<file path="config.mk">
export PLATFORM = sky130hd
export DESIGN_NAME = alu_arbiter_flat
export DESIGN_NICKNAME = d
export VERILOG_FILES = /design/src/rtl/alu_arbiter_if.sv /design/src/rtl/alu_arbiter.sv /design/src/flat_wrapper.sv
export SDC_FILE = /design/constraint.sdc
export NUM_CORES = 1
export LEC_CHECK = 0
export BUFFER_PORTS_ARGS = -buffer_cell sky130_fd_sc_hd__buf_2
export CAP_MARGIN = 20
export CELL_PAD_IN_SITES_DETAIL_PLACEMENT = 1
export CELL_PAD_IN_SITES_GLOBAL_PLACEMENT = 2
export CORE_MARGIN = 2
export CORE_UTILIZATION = 24
export DETAILED_ROUTE_END_ITERATION = 8
export GPL_ROUTABILITY_DRIVEN = 0
export PLACE_DENSITY = 0.91
export SKIP_CTS_REPAIR_TIMING = 1
export SYNTH_ARGS = -nofsm -noshare
export SYNTH_HDL_FRONTEND = slang
export SYNTH_SLANG_ARGS = --single-unit
</file>
<file path="constraint.sdc">
create_clock -name clk -period 4.3 [get_ports clk]
set_input_delay 0.86 -clock clk [delete_from_list [all_inputs] [get_ports clk]]
set_output_delay 0.86 -clock clk [all_outputs]
set_load 0.02 [all_outputs]
</file>
<file path="src/rtl/alu_arbiter_if.sv">
// Signal bundle between alu_arbiter (slave) and its requesters plus the shared ALU (master).
interface alu_arbiter_if;
  logic        req0_valid;
  logic        req0_ready;
  logic [3:0]  req0_op;
  logic [31:0] req0_a;
  logic [31:0] req0_b;
  logic [4:0]  req0_shamt;
  logic        req1_valid;
  logic        req1_ready;
  logic [3:0]  req1_op;
  logic [31:0] req1_a;
  logic [31:0] req1_b;
  logic [4:0]  req1_shamt;
  logic        rsp0_valid;
  logic        rsp0_ready;
  logic        rsp1_valid;
  logic        rsp1_ready;
  logic [31:0] rsp_result;
  logic        rsp_zero;
  logic        rsp_overflow;
  logic        rsp_less;
  logic        rsp_err;
  logic [31:0] alu_operand_A;
  logic [31:0] alu_operand_B;
  logic [3:0]  alu_control;
  logic [4:0]  alu_shmant;
  logic [31:0] alu_result;
  logic        alu_overflow;
  logic        busy;

  modport slave (
    input  req0_valid, req0_op, req0_a, req0_b, req0_shamt,
    input  req1_valid, req1_op, req1_a, req1_b, req1_shamt,
    input  rsp0_ready, rsp1_ready, alu_result, alu_overflow,
    output req0_ready, req1_ready, rsp0_valid, rsp1_valid,
    output rsp_result, rsp_zero, rsp_overflow, rsp_less, rsp_err,
    output alu_operand_A, alu_operand_B, alu_control, alu_shmant, busy
  );

  modport master (
    output req0_valid, req0_op, req0_a, req0_b, req0_shamt,
    output req1_valid, req1_op, req1_a, req1_b, req1_shamt,
    output rsp0_ready, rsp1_ready, alu_result, alu_overflow,
    input  req0_ready, req1_ready, rsp0_valid, rsp1_valid,
    input  rsp_result, rsp_zero, rsp_overflow, rsp_less, rsp_err,
    input  alu_operand_A, alu_operand_B, alu_control, alu_shmant, busy
  );
endinterface

</file>
<file path="src/rtl/alu_arbiter.sv">
// Two-port arbiter/sequencer for the shared registered ALU; response 3 cycles after accept (illegal op: 1).
// Readies are high only in IDLE for the winner; a response holds stable until its rspN_ready.
module alu_arbiter #(
  parameter bit FIXED_PRIO = 1'b0
) (
  input  logic         clk,
  input  logic         reset,
  alu_arbiter_if.slave bus
);
  typedef enum logic [1:0] {IDLE, ISSUE, WAIT, RESP} state_t;

  state_t      state, state_nxt;
  logic [3:0]  op_q;
  logic [31:0] a_q, b_q;
  logic [4:0]  shamt_q;
  logic        owner_q, last_q;
  logic [31:0] result_q;
  logic        zero_q, ovf_q, less_q, err_q;
  logic        grant0, grant1, accept, drive_alu;
  logic [3:0]  sel_op;

  function automatic logic is_legal(input logic [3:0] op);
    return (op >= 4'b0010) && (op <= 4'b1100);
  endfunction

  function automatic logic is_arith(input logic [3:0] op);
    return (op == 4'b0010) || (op == 4'b0011) || (op == 4'b1011) || (op == 4'b1100);
  endfunction

  // last_q == 1 means port 1 was served last, so port 0 takes the tie.
  assign grant0 = bus.req0_valid && (!bus.req1_valid || FIXED_PRIO || last_q);
  assign grant1 = bus.req1_valid && !grant0;
  assign sel_op = grant1 ? bus.req1_op : bus.req0_op;

  always_comb begin
    state_nxt      = state;
    bus.req0_ready = 1'b0;
    bus.req1_ready = 1'b0;
    bus.rsp0_valid = 1'b0;
    bus.rsp1_valid = 1'b0;
    bus.busy       = (state != IDLE);
    accept         = 1'b0;
    case (state)
      IDLE: begin
        bus.req0_ready = grant0 && !reset;
        bus.req1_ready = grant1 && !reset;
        accept         = (grant0 || grant1) && !reset;
        if (accept)
          state_nxt = is_legal(sel_op) ? ISSUE : RESP;
      end
      ISSUE: state_nxt = WAIT;
      WAIT:  state_nxt = RESP;
      RESP: begin
        bus.rsp0_valid = !owner_q;
        bus.rsp1_valid = owner_q;
        if (owner_q ? bus.rsp1_ready : bus.rsp0_ready)
          state_nxt = IDLE;
      end
      default: state_nxt = IDLE;
    endcase
  end

  // Illegal ops never reach the ALU, so its inputs stay at 0 for them.
  assign drive_alu         = (state != IDLE) && is_legal(op_q);
  assign bus.alu_control   = drive_alu ? op_q    : 4'd0;
  assign bus.alu_operand_A = drive_alu ? a_q     : 32'd0;
  assign bus.alu_operand_B = drive_alu ? b_q     : 32'd0;
  assign bus.alu_shmant    = drive_alu ? shamt_q : 5'd0;

  assign bus.rsp_result   = result_q;
  assign bus.rsp_zero     = zero_q;
  assign bus.rsp_overflow = ovf_q;
  assign bus.rsp_less     = less_q;
  assign bus.rsp_err      = err_q;

  always_ff @(posedge clk or posedge reset) begin
    if (reset) begin
      state    <= IDLE;
      op_q     <= 4'd0;
      a_q      <= 32'd0;
      b_q      <= 32'd0;
      shamt_q  <= 5'd0;
      owner_q  <= 1'b0;
      last_q   <= 1'b1;
      result_q <= 32'd0;
      zero_q   <= 1'b0;
      ovf_q    <= 1'b0;
      less_q   <= 1'b0;
      err_q    <= 1'b0;
    end else begin
      state <= state_nxt;
      if (accept) begin
        op_q    <= sel_op;
        a_q     <= grant1 ? bus.req1_a     : bus.req0_a;
        b_q     <= grant1 ? bus.req1_b     : bus.req0_b;
        shamt_q <= grant1 ? bus.req1_shamt : bus.req0_shamt;
        owner_q <= grant1;
        last_q  <= grant1;
        if (!is_legal(sel_op)) begin
          result_q <= 32'd0;
          zero_q   <= 1'b0;
          ovf_q    <= 1'b0;
          less_q   <= 1'b0;
          err_q    <= 1'b1;
        end
      end
      if (state == WAIT) begin
        result_q <= bus.alu_result;
        zero_q   <= (bus.alu_result == 32'd0);
        less_q   <= bus.alu_result[31];
        ovf_q    <= is_arith(op_q) ? bus.alu_overflow : 1'b0;
        err_q    <= 1'b0;
      end
    end
  end
endmodule

</file>
<file path="src/flat_wrapper.sv">
// flat-port wrapper written by rule: the top's interface ports become plain ports
module alu_arbiter_flat 
#(
  parameter bit FIXED_PRIO = 1'b0
)
  (clk, reset, bus_req0_valid, bus_req0_op, bus_req0_a, bus_req0_b, bus_req0_shamt, bus_req1_valid, bus_req1_op, bus_req1_a, bus_req1_b, bus_req1_shamt, bus_rsp0_ready, bus_rsp1_ready, bus_alu_result, bus_alu_overflow, bus_req0_ready, bus_req1_ready, bus_rsp0_valid, bus_rsp1_valid, bus_rsp_result, bus_rsp_zero, bus_rsp_overflow, bus_rsp_less, bus_rsp_err, bus_alu_operand_A, bus_alu_operand_B, bus_alu_control, bus_alu_shmant, bus_busy);
  alu_arbiter_if bus_i ();
  input  logic clk;
  input  logic reset;
  input wire logic [$bits(bus_i.req0_valid)-1:0] bus_req0_valid;
  input wire logic [$bits(bus_i.req0_op)-1:0] bus_req0_op;
  input wire logic [$bits(bus_i.req0_a)-1:0] bus_req0_a;
  input wire logic [$bits(bus_i.req0_b)-1:0] bus_req0_b;
  input wire logic [$bits(bus_i.req0_shamt)-1:0] bus_req0_shamt;
  input wire logic [$bits(bus_i.req1_valid)-1:0] bus_req1_valid;
  input wire logic [$bits(bus_i.req1_op)-1:0] bus_req1_op;
  input wire logic [$bits(bus_i.req1_a)-1:0] bus_req1_a;
  input wire logic [$bits(bus_i.req1_b)-1:0] bus_req1_b;
  input wire logic [$bits(bus_i.req1_shamt)-1:0] bus_req1_shamt;
  input wire logic [$bits(bus_i.rsp0_ready)-1:0] bus_rsp0_ready;
  input wire logic [$bits(bus_i.rsp1_ready)-1:0] bus_rsp1_ready;
  input wire logic [$bits(bus_i.alu_result)-1:0] bus_alu_result;
  input wire logic [$bits(bus_i.alu_overflow)-1:0] bus_alu_overflow;
  output wire logic [$bits(bus_i.req0_ready)-1:0] bus_req0_ready;
  output wire logic [$bits(bus_i.req1_ready)-1:0] bus_req1_ready;
  output wire logic [$bits(bus_i.rsp0_valid)-1:0] bus_rsp0_valid;
  output wire logic [$bits(bus_i.rsp1_valid)-1:0] bus_rsp1_valid;
  output wire logic [$bits(bus_i.rsp_result)-1:0] bus_rsp_result;
  output wire logic [$bits(bus_i.rsp_zero)-1:0] bus_rsp_zero;
  output wire logic [$bits(bus_i.rsp_overflow)-1:0] bus_rsp_overflow;
  output wire logic [$bits(bus_i.rsp_less)-1:0] bus_rsp_less;
  output wire logic [$bits(bus_i.rsp_err)-1:0] bus_rsp_err;
  output wire logic [$bits(bus_i.alu_operand_A)-1:0] bus_alu_operand_A;
  output wire logic [$bits(bus_i.alu_operand_B)-1:0] bus_alu_operand_B;
  output wire logic [$bits(bus_i.alu_control)-1:0] bus_alu_control;
  output wire logic [$bits(bus_i.alu_shmant)-1:0] bus_alu_shmant;
  output wire logic [$bits(bus_i.busy)-1:0] bus_busy;
  assign bus_i.req0_valid = bus_req0_valid;
  assign bus_i.req0_op = bus_req0_op;
  assign bus_i.req0_a = bus_req0_a;
  assign bus_i.req0_b = bus_req0_b;
  assign bus_i.req0_shamt = bus_req0_shamt;
  assign bus_i.req1_valid = bus_req1_valid;
  assign bus_i.req1_op = bus_req1_op;
  assign bus_i.req1_a = bus_req1_a;
  assign bus_i.req1_b = bus_req1_b;
  assign bus_i.req1_shamt = bus_req1_shamt;
  assign bus_i.rsp0_ready = bus_rsp0_ready;
  assign bus_i.rsp1_ready = bus_rsp1_ready;
  assign bus_i.alu_result = bus_alu_result;
  assign bus_i.alu_overflow = bus_alu_overflow;
  assign bus_req0_ready = bus_i.req0_ready;
  assign bus_req1_ready = bus_i.req1_ready;
  assign bus_rsp0_valid = bus_i.rsp0_valid;
  assign bus_rsp1_valid = bus_i.rsp1_valid;
  assign bus_rsp_result = bus_i.rsp_result;
  assign bus_rsp_zero = bus_i.rsp_zero;
  assign bus_rsp_overflow = bus_i.rsp_overflow;
  assign bus_rsp_less = bus_i.rsp_less;
  assign bus_rsp_err = bus_i.rsp_err;
  assign bus_alu_operand_A = bus_i.alu_operand_A;
  assign bus_alu_operand_B = bus_i.alu_operand_B;
  assign bus_alu_control = bus_i.alu_control;
  assign bus_alu_shmant = bus_i.alu_shmant;
  assign bus_busy = bus_i.busy;
  alu_arbiter #(.FIXED_PRIO(FIXED_PRIO)) u_core (.clk(clk), .reset(reset), .bus(bus_i));
endmodule
</file>
== After elaboration in Yosys (flattened, before gate mapping) ==
Index checks and enable logic that the tools add are counted.

* Bits in registers: 113
* Input port bits: 185
* Output and inout port bits: 114
* Word-level logic and storage cells: 79

* Magnitude comparators: 4
* Equal/unequal tests: 10
* Multiplexer cells: 30
* Reductions and logical operators: 23

{| class="wikitable"
|+ Operator list
! kind !! count
|-
| $mux 32 || 7
|-
| $logic_not 32->1 || 1
|-
| $mux 1 || 15
|-
| $mux 5 || 2
|-
| $eq 4x2->1 const B || 2
|-
| $eq 4x4->1 const B || 2
|-
| $ge 4x2->1 const B || 2
|-
| $le 4x4->1 const B || 2
|-
| $logic_and 1x1->1 || 8
|-
| $mux 4 || 2
|-
| $pmux 2 s4 || 1
|-
| $mux 2 || 3
|-
| $logic_or 1x1->1 || 5
|-
| $eq 2x2->1 const B || 2
|-
| $logic_not 1->1 || 4
|-
| $ne 2x1->1 const B || 2
|-
| $reduce_and 2->1 || 2
|-
| $reduce_bool 2->1 || 2
|-
| $eq 2x1->1 const B || 1
|-
| $logic_not 2->1 || 1
|-
| $ne 2x2->1 const B || 1
|}

== Depth between registers and ports, before layout ==
* Depth in word-level cells: 11
* Mapped depth: 8
* Mapped depth without buffers: 6

== Worst setup path after synthesis ==
Ideal clock, no wire load.

* Path kind: input port to flip-flop
* Start: input reset
* End: register u_core.state[0]
* Library setup time: 79 ps
* Arrival time: 4029 ps
* Setup slack: 191 ps
* Stages: 4
* Buffers on the path: 0
* Cells stage by stage: inv_1 o21ai_1 a222oi_1 mux2i_1

* Longest elaborated chain between the ends: 4

{| class="wikitable"
|+ Ends and longest elaborated chain
! element !! line !! text
|-
| start, declared || flat_wrapper.sv:9 || <nowiki>input logic reset;</nowiki>
|-
| $logic_not 1->1 || alu_arbiter.sv:47 || <nowiki>accept = (grant0 || grant1) && !reset;</nowiki>
|-
| $logic_and 1x1->1 || alu_arbiter.sv:47 ||
|-
| $ne 2x1->1 (no source line) || - ||
|-
| $reduce_and 2->1 (no source line) || - ||
|-
| end signal, assigned || alu_arbiter.sv:91 || <nowiki>state <= state_nxt;</nowiki>
|-
| end, declared || alu_arbiter.sv:12 || <nowiki>state_t state, state_nxt;</nowiki>
|}

Every way passes these cells.
A chain may end at the register's enable or synchronous reset.

== Worst setup path after layout ==
* Start: register u_core.state[1]
* End: output bus_alu_operand_A[25]

* Longest elaborated chain between the ends: 3

{| class="wikitable"
|+ Ends and longest elaborated chain
! element !! line !! text
|-
| $reduce_bool 2->1 || alu_arbiter.sv:64 || <nowiki>assign drive_alu = (state != IDLE) && is_legal(op_q);</nowiki>
|-
| $logic_and 1x1->1 || alu_arbiter.sv:64 ||
|-
| $mux 32 || alu_arbiter.sv:66 || <nowiki>assign bus.alu_operand_A = drive_alu ? a_q : 32'd0;</nowiki>
|-
| end, declared || flat_wrapper.sv:33 || <nowiki>output wire logic [$bits(bus_i.alu_operand_A)-1:0] bus_alu_operand_A;</nowiki>
|}

Every way passes these cells.

==> flow_results.org <==
** Route
- Violation count after the first detailed-routing iteration :: 331
- After detailed routing, the average wire length per cell comes to between 15 and 20 um.
- Via/cell ratio :: between 4 and 5
- In the routed design, unresolved DRC markers number 0.
- First-pass iteration count of the detailed router :: 5
- In this run the remaining antenna-violating nets after routing total 0.
- Via count of the routed design :: around 5,500
- After detailed routing, the total wire length is 19,700 um.

** Worst setup path
- The number of buffers and inverters on the critical path is 4.
- Slowest cell on the critical path :: sky130_fd_sc_hd__o311a_2
- In this design, the critical path's most frequently occurring cell is sky130_fd_sc_hd__inv_1.
- The critical path goes through inv_1 > ha_1 > inv_1 > o311a_2 > buf_4 > and2_1 > buf_2.
- At the worst endpoint, the arrival time is about 2.8 ns.
- By startpoint and endpoint, the worst setup path is classified as reg2out.
- CP Capture Type :: primary output
- Data on the critical path is required at its endpoint by about 3.4 ns.
- Longest individual stage delay on the worst path :: about 0.87 ns
- Worst path top cell family by delay :: compound AO/OA/AOI/OAI gates
- Setup crit start kind :: flop
- In this run the worst path has a maximum fanout of between 50 and 60.

** Timing
- Endpoints failing setup :: 0
- Dividing the final minimum period by the clock period gives 83.9%.
- The worst path needs approximately 3.6 ns of the cycle, external delays included.
- The final count of hold timing violations was 0.
- Number of pins exceeding their max-slew limit in the final report :: 0
- Clock Skew :: between 0.01 and 0.015 ns
- Actual slew at the worst max-slew pin :: approximately 1 ns
- Relative slew margins :: between 30% and 40%
- Adding up every negative setup slack in the final design gives 0 ns.
- FMAX :: 277 MHz
- Setup repair after global routing missed its margin :: no

** Synthesis
- Count of distinct cell types in the synthesized netlist :: roughly 40
- Yosys mapped a number of flops with a built-in enable equal to 0.
- For this run, the register share of the synthesized area comes to just over 50%.
- In the post-synthesis netlist, the cell with the most instances is sky130_fd_sc_hd__nand2_1.
- By area, the combinational part of the netlist is dominated by simple AND/OR/NAND/NOR gates.
- Of the post-synthesis cell area, the part taken by muxes is 0.368%.
- Compound-Gate Fraction of Synth Area :: 16.3%
- Post-synth top area cell :: sky130_fd_sc_hd__dfrtp_1
- Yosys synthesis warning count :: 0
- Counting flops with an async set or reset pin after synthesis yields a share of 100%.
- Xor/xnor cell area share of the yosys netlist :: 0%
- Sorting the synthesized cells by area gives the leading types as sky130_fd_sc_hd__dfrtp_1, sky130_fd_sc_hd__nand2_1, sky130_fd_sc_hd__a31oi_1.
- The commonest cells after synthesis are sky130_fd_sc_hd__nand2_1, sky130_fd_sc_hd__dfrtp_1, sky130_fd_sc_hd__nor2_1.
- Post-synthesis instance area :: between 5000 and 6000 um2
- After synthesis the netlist holds a flip-flop and latch count of around 110.
- Of the post-synthesis cell area, the dominant cell type holds around half.
- Gate Count Post-Synth :: between 600 and 700
- Share of synthesized cell area in and, or, nand and nor gates :: between 20% and 30%
- Per-instance average area after synthesis :: between 8 and 9 um2
- Synthesis produced a netlist with a net count of between 800 and 900.
- Synth Area in Adders :: less than 1%
- Commonest register cell after synthesis :: sky130_fd_sc_hd__dfrtp_1

** CTS
- Cell chosen for the clock root :: sky130_fd_sc_hd__clkbuf_16
- Largest buffer count on any clock path :: 2
- Number of sinks handled by clock tree synthesis :: 112
- CTS tree :: built
- Clock latency of the later-clocked register in the worst-skew pair :: around 0.36 ns
- Depth of the CTS H-tree :: 3
- Clock transition at path regs :: about 0.08 ns
- CTS Buf Count :: 9

** Floorplanning
- The floorplan has 55 rows.
- For this design the top-level I/O count stands at around 300.
- Measured along the y axis, the die boundary spans 155 um.
- The die covers 23,900 um2.
- Core Box Area :: 22,400 um2
- The floorplan step set the die width to ~150 um.
- Initial standard-cell utilization of the core :: about 24%

** GRT
- The initial antenna violation count was 1.
- First-pass GRT wire length :: 30,900 um
- Via count of the first global-routing pass :: roughly 5,600
- Overall Global Routing Usage :: 16.2%
- Largest net degree at the start of global routing :: 75
- Global-route congestion overflow total :: 0

** Cells and area
- Of the cells placed in the final design, the portion with a size suffix greater than 1 is a little under two fifths.
- Layout Area Growth over Synthesis :: 38.2%
- After the last flow step, the layout net total stands at about 1,100.
- Antenna cell count :: 0
- Util after Layout :: approximately a third
- The filler cells instantiated in the layout total about 2,800.

** Placement
- DPL Wire Length :: around 14,000 um
- Input and output buffers added on the ports amount to 298.

** Power and ir drop
- Power per unit of standard cell area :: ~840 nW/um2
- The analysis attributes to cell leakage a power of ~3.8 nW.
- VDD sags by at most roughly 380 uV.

** Flow run
- Max-cap violations in this run came to 0.

** Run status
- Status :: finished clean

** Min path
- Hold crit path type :: reg2reg
-- through the flow --
| stage | cell area, um2 | hold WS, ns | total power (W) | instances | setup slack [ns] |
|---|---|---|---|---|---|
| finish | 7520 | 0.500 | 0.00632 | 1174 | 0.692 |
| global route | 7520 | 0.515 | 0.00678 | 1174 | 0.436 |
| CTS | 7520 | 0.502 | 0.00640 | 1174 | 0.624 |
| detailed placement | 7210 | 0.476 | 0.00547 | 1158 | 1.02 |
| global placement | 7210 | 0.476 | 0.00538 | 1158 | 1.15 |
| floorplan | 5440 | 0.464 | 0.00418 | 614 | 0.191 |
-- sequential cells by signal, indices dropped and copies added (netlist names), 2 cells and up --
signal                 cells
u_core.bus.rsp_result     31
u_core.a_q                32
u_core.b_q                32
u_core.shamt_q             5
u_core.op_q                4
u_core.state               2
-- area by class of cell --
cell class	count	area [um2]	area share [%]
flip-flops and latches	112	2800	37.3
well taps	285	357	4.74
clock inverters	7	87.6	1.16
repair buffers	306	1590	21.1
inverters	6	25.0	0.333
multi-input cells	449	2430	32.3
clock buffers	9	225	3.00
-- layout by cell type (no fill, tap or decap), types with 2 or more instances in the layout --
cell type,instances
sky130_fd_sc_hd__buf_2,298
sky130_fd_sc_hd__nand2_1,147
sky130_fd_sc_hd__dfrtp_1,111
sky130_fd_sc_hd__nor2_1,78
sky130_fd_sc_hd__a31oi_1,74
sky130_fd_sc_hd__and2_1,71
sky130_fd_sc_hd__a22o_1,33
sky130_fd_sc_hd__clkbuf_16,9
sky130_fd_sc_hd__nor4_1,7
sky130_fd_sc_hd__buf_4,5
sky130_fd_sc_hd__inv_1,4
sky130_fd_sc_hd__nand2b_1,3
sky130_fd_sc_hd__o211ai_1,3
sky130_fd_sc_hd__and3_1,3
sky130_fd_sc_hd__ha_1,3
sky130_fd_sc_hd__inv_8,3
sky130_fd_sc_hd__buf_12,3
sky130_fd_sc_hd__nand3_1,2
sky130_fd_sc_hd__nor2b_1,2
sky130_fd_sc_hd__mux2i_1,2
sky130_fd_sc_hd__a21o_1,2
sky130_fd_sc_hd__clkinvlp_4,2
-- worst reg2reg max path, cell delays in order, from the launching register on --
cell	delay, ns
sky130_fd_sc_hd__dfrtp_1	0.40
sky130_fd_sc_hd__inv_1	0.09
sky130_fd_sc_hd__ha_1	0.25
sky130_fd_sc_hd__nand2b_1	0.23
sky130_fd_sc_hd__nor2_4	0.72
sky130_fd_sc_hd__buf_12	0.37
sky130_fd_sc_hd__nor2_1	0.09
sky130_fd_sc_hd__a31oi_1	0.16
-- cell families after synthesis --
group           Yosys count
simple gates            323
buf+inv                  53
flops                   112
compound gates          121
mux                       2
fa+ha+maj                 3
-- report_power, final --
group	leakage, nW	switching [W]	total (W)	internal, W
clock	0.148	0.000445	0.000912	0.000467
combinational	2.35	0.00222	0.00354	0.00132
sequential	1.30	0.000297	0.00187	0.00158
total	3.80	0.00296	0.00632	0.00336
-- metal layers --
metal  wire length, um  vias up  part of all wire (%)  track usage, %
met5                13        -                 0.066               0
met4               386        2                   2.0            4.85
met3              1370       26                   6.9            4.62
met2              9540      205                    48            27.7
met1              8440     2635                    43            19.8
li1                  -     2619                     -               -
-- worst paths after layout --
check / end / start / slack (ns) / cells past startpoint
setup / recovery: bus_alu_operand_A[25] / u_core.state[1]$_DFFE_PP0P_ / 0.69 / 7
hold / removal: u_core.bus.rsp_result[25]$_DFFE_PP0P_ / u_core.bus.rsp_result[25]$_DFFE_PP0P_ / 0.50 / 1
setup reg to reg: u_core.a_q[29]$_DFFE_PP0P_ / u_core.state[1]$_DFFE_PP0P_ / 1.91 / 7
hold reg to reg: u_core.bus.rsp_result[25]$_DFFE_PP0P_ / u_core.bus.rsp_result[25]$_DFFE_PP0P_ / 0.50 / 1
max in group asynchronous: u_core.a_q[4]$_DFFE_PP0P_ / reset / 2.35 / 3
min in group asynchronous: u_core.b_q[31]$_DFFE_PP0P_ / reset / 0.62 / 2
(Power assumes the default switching activity.)
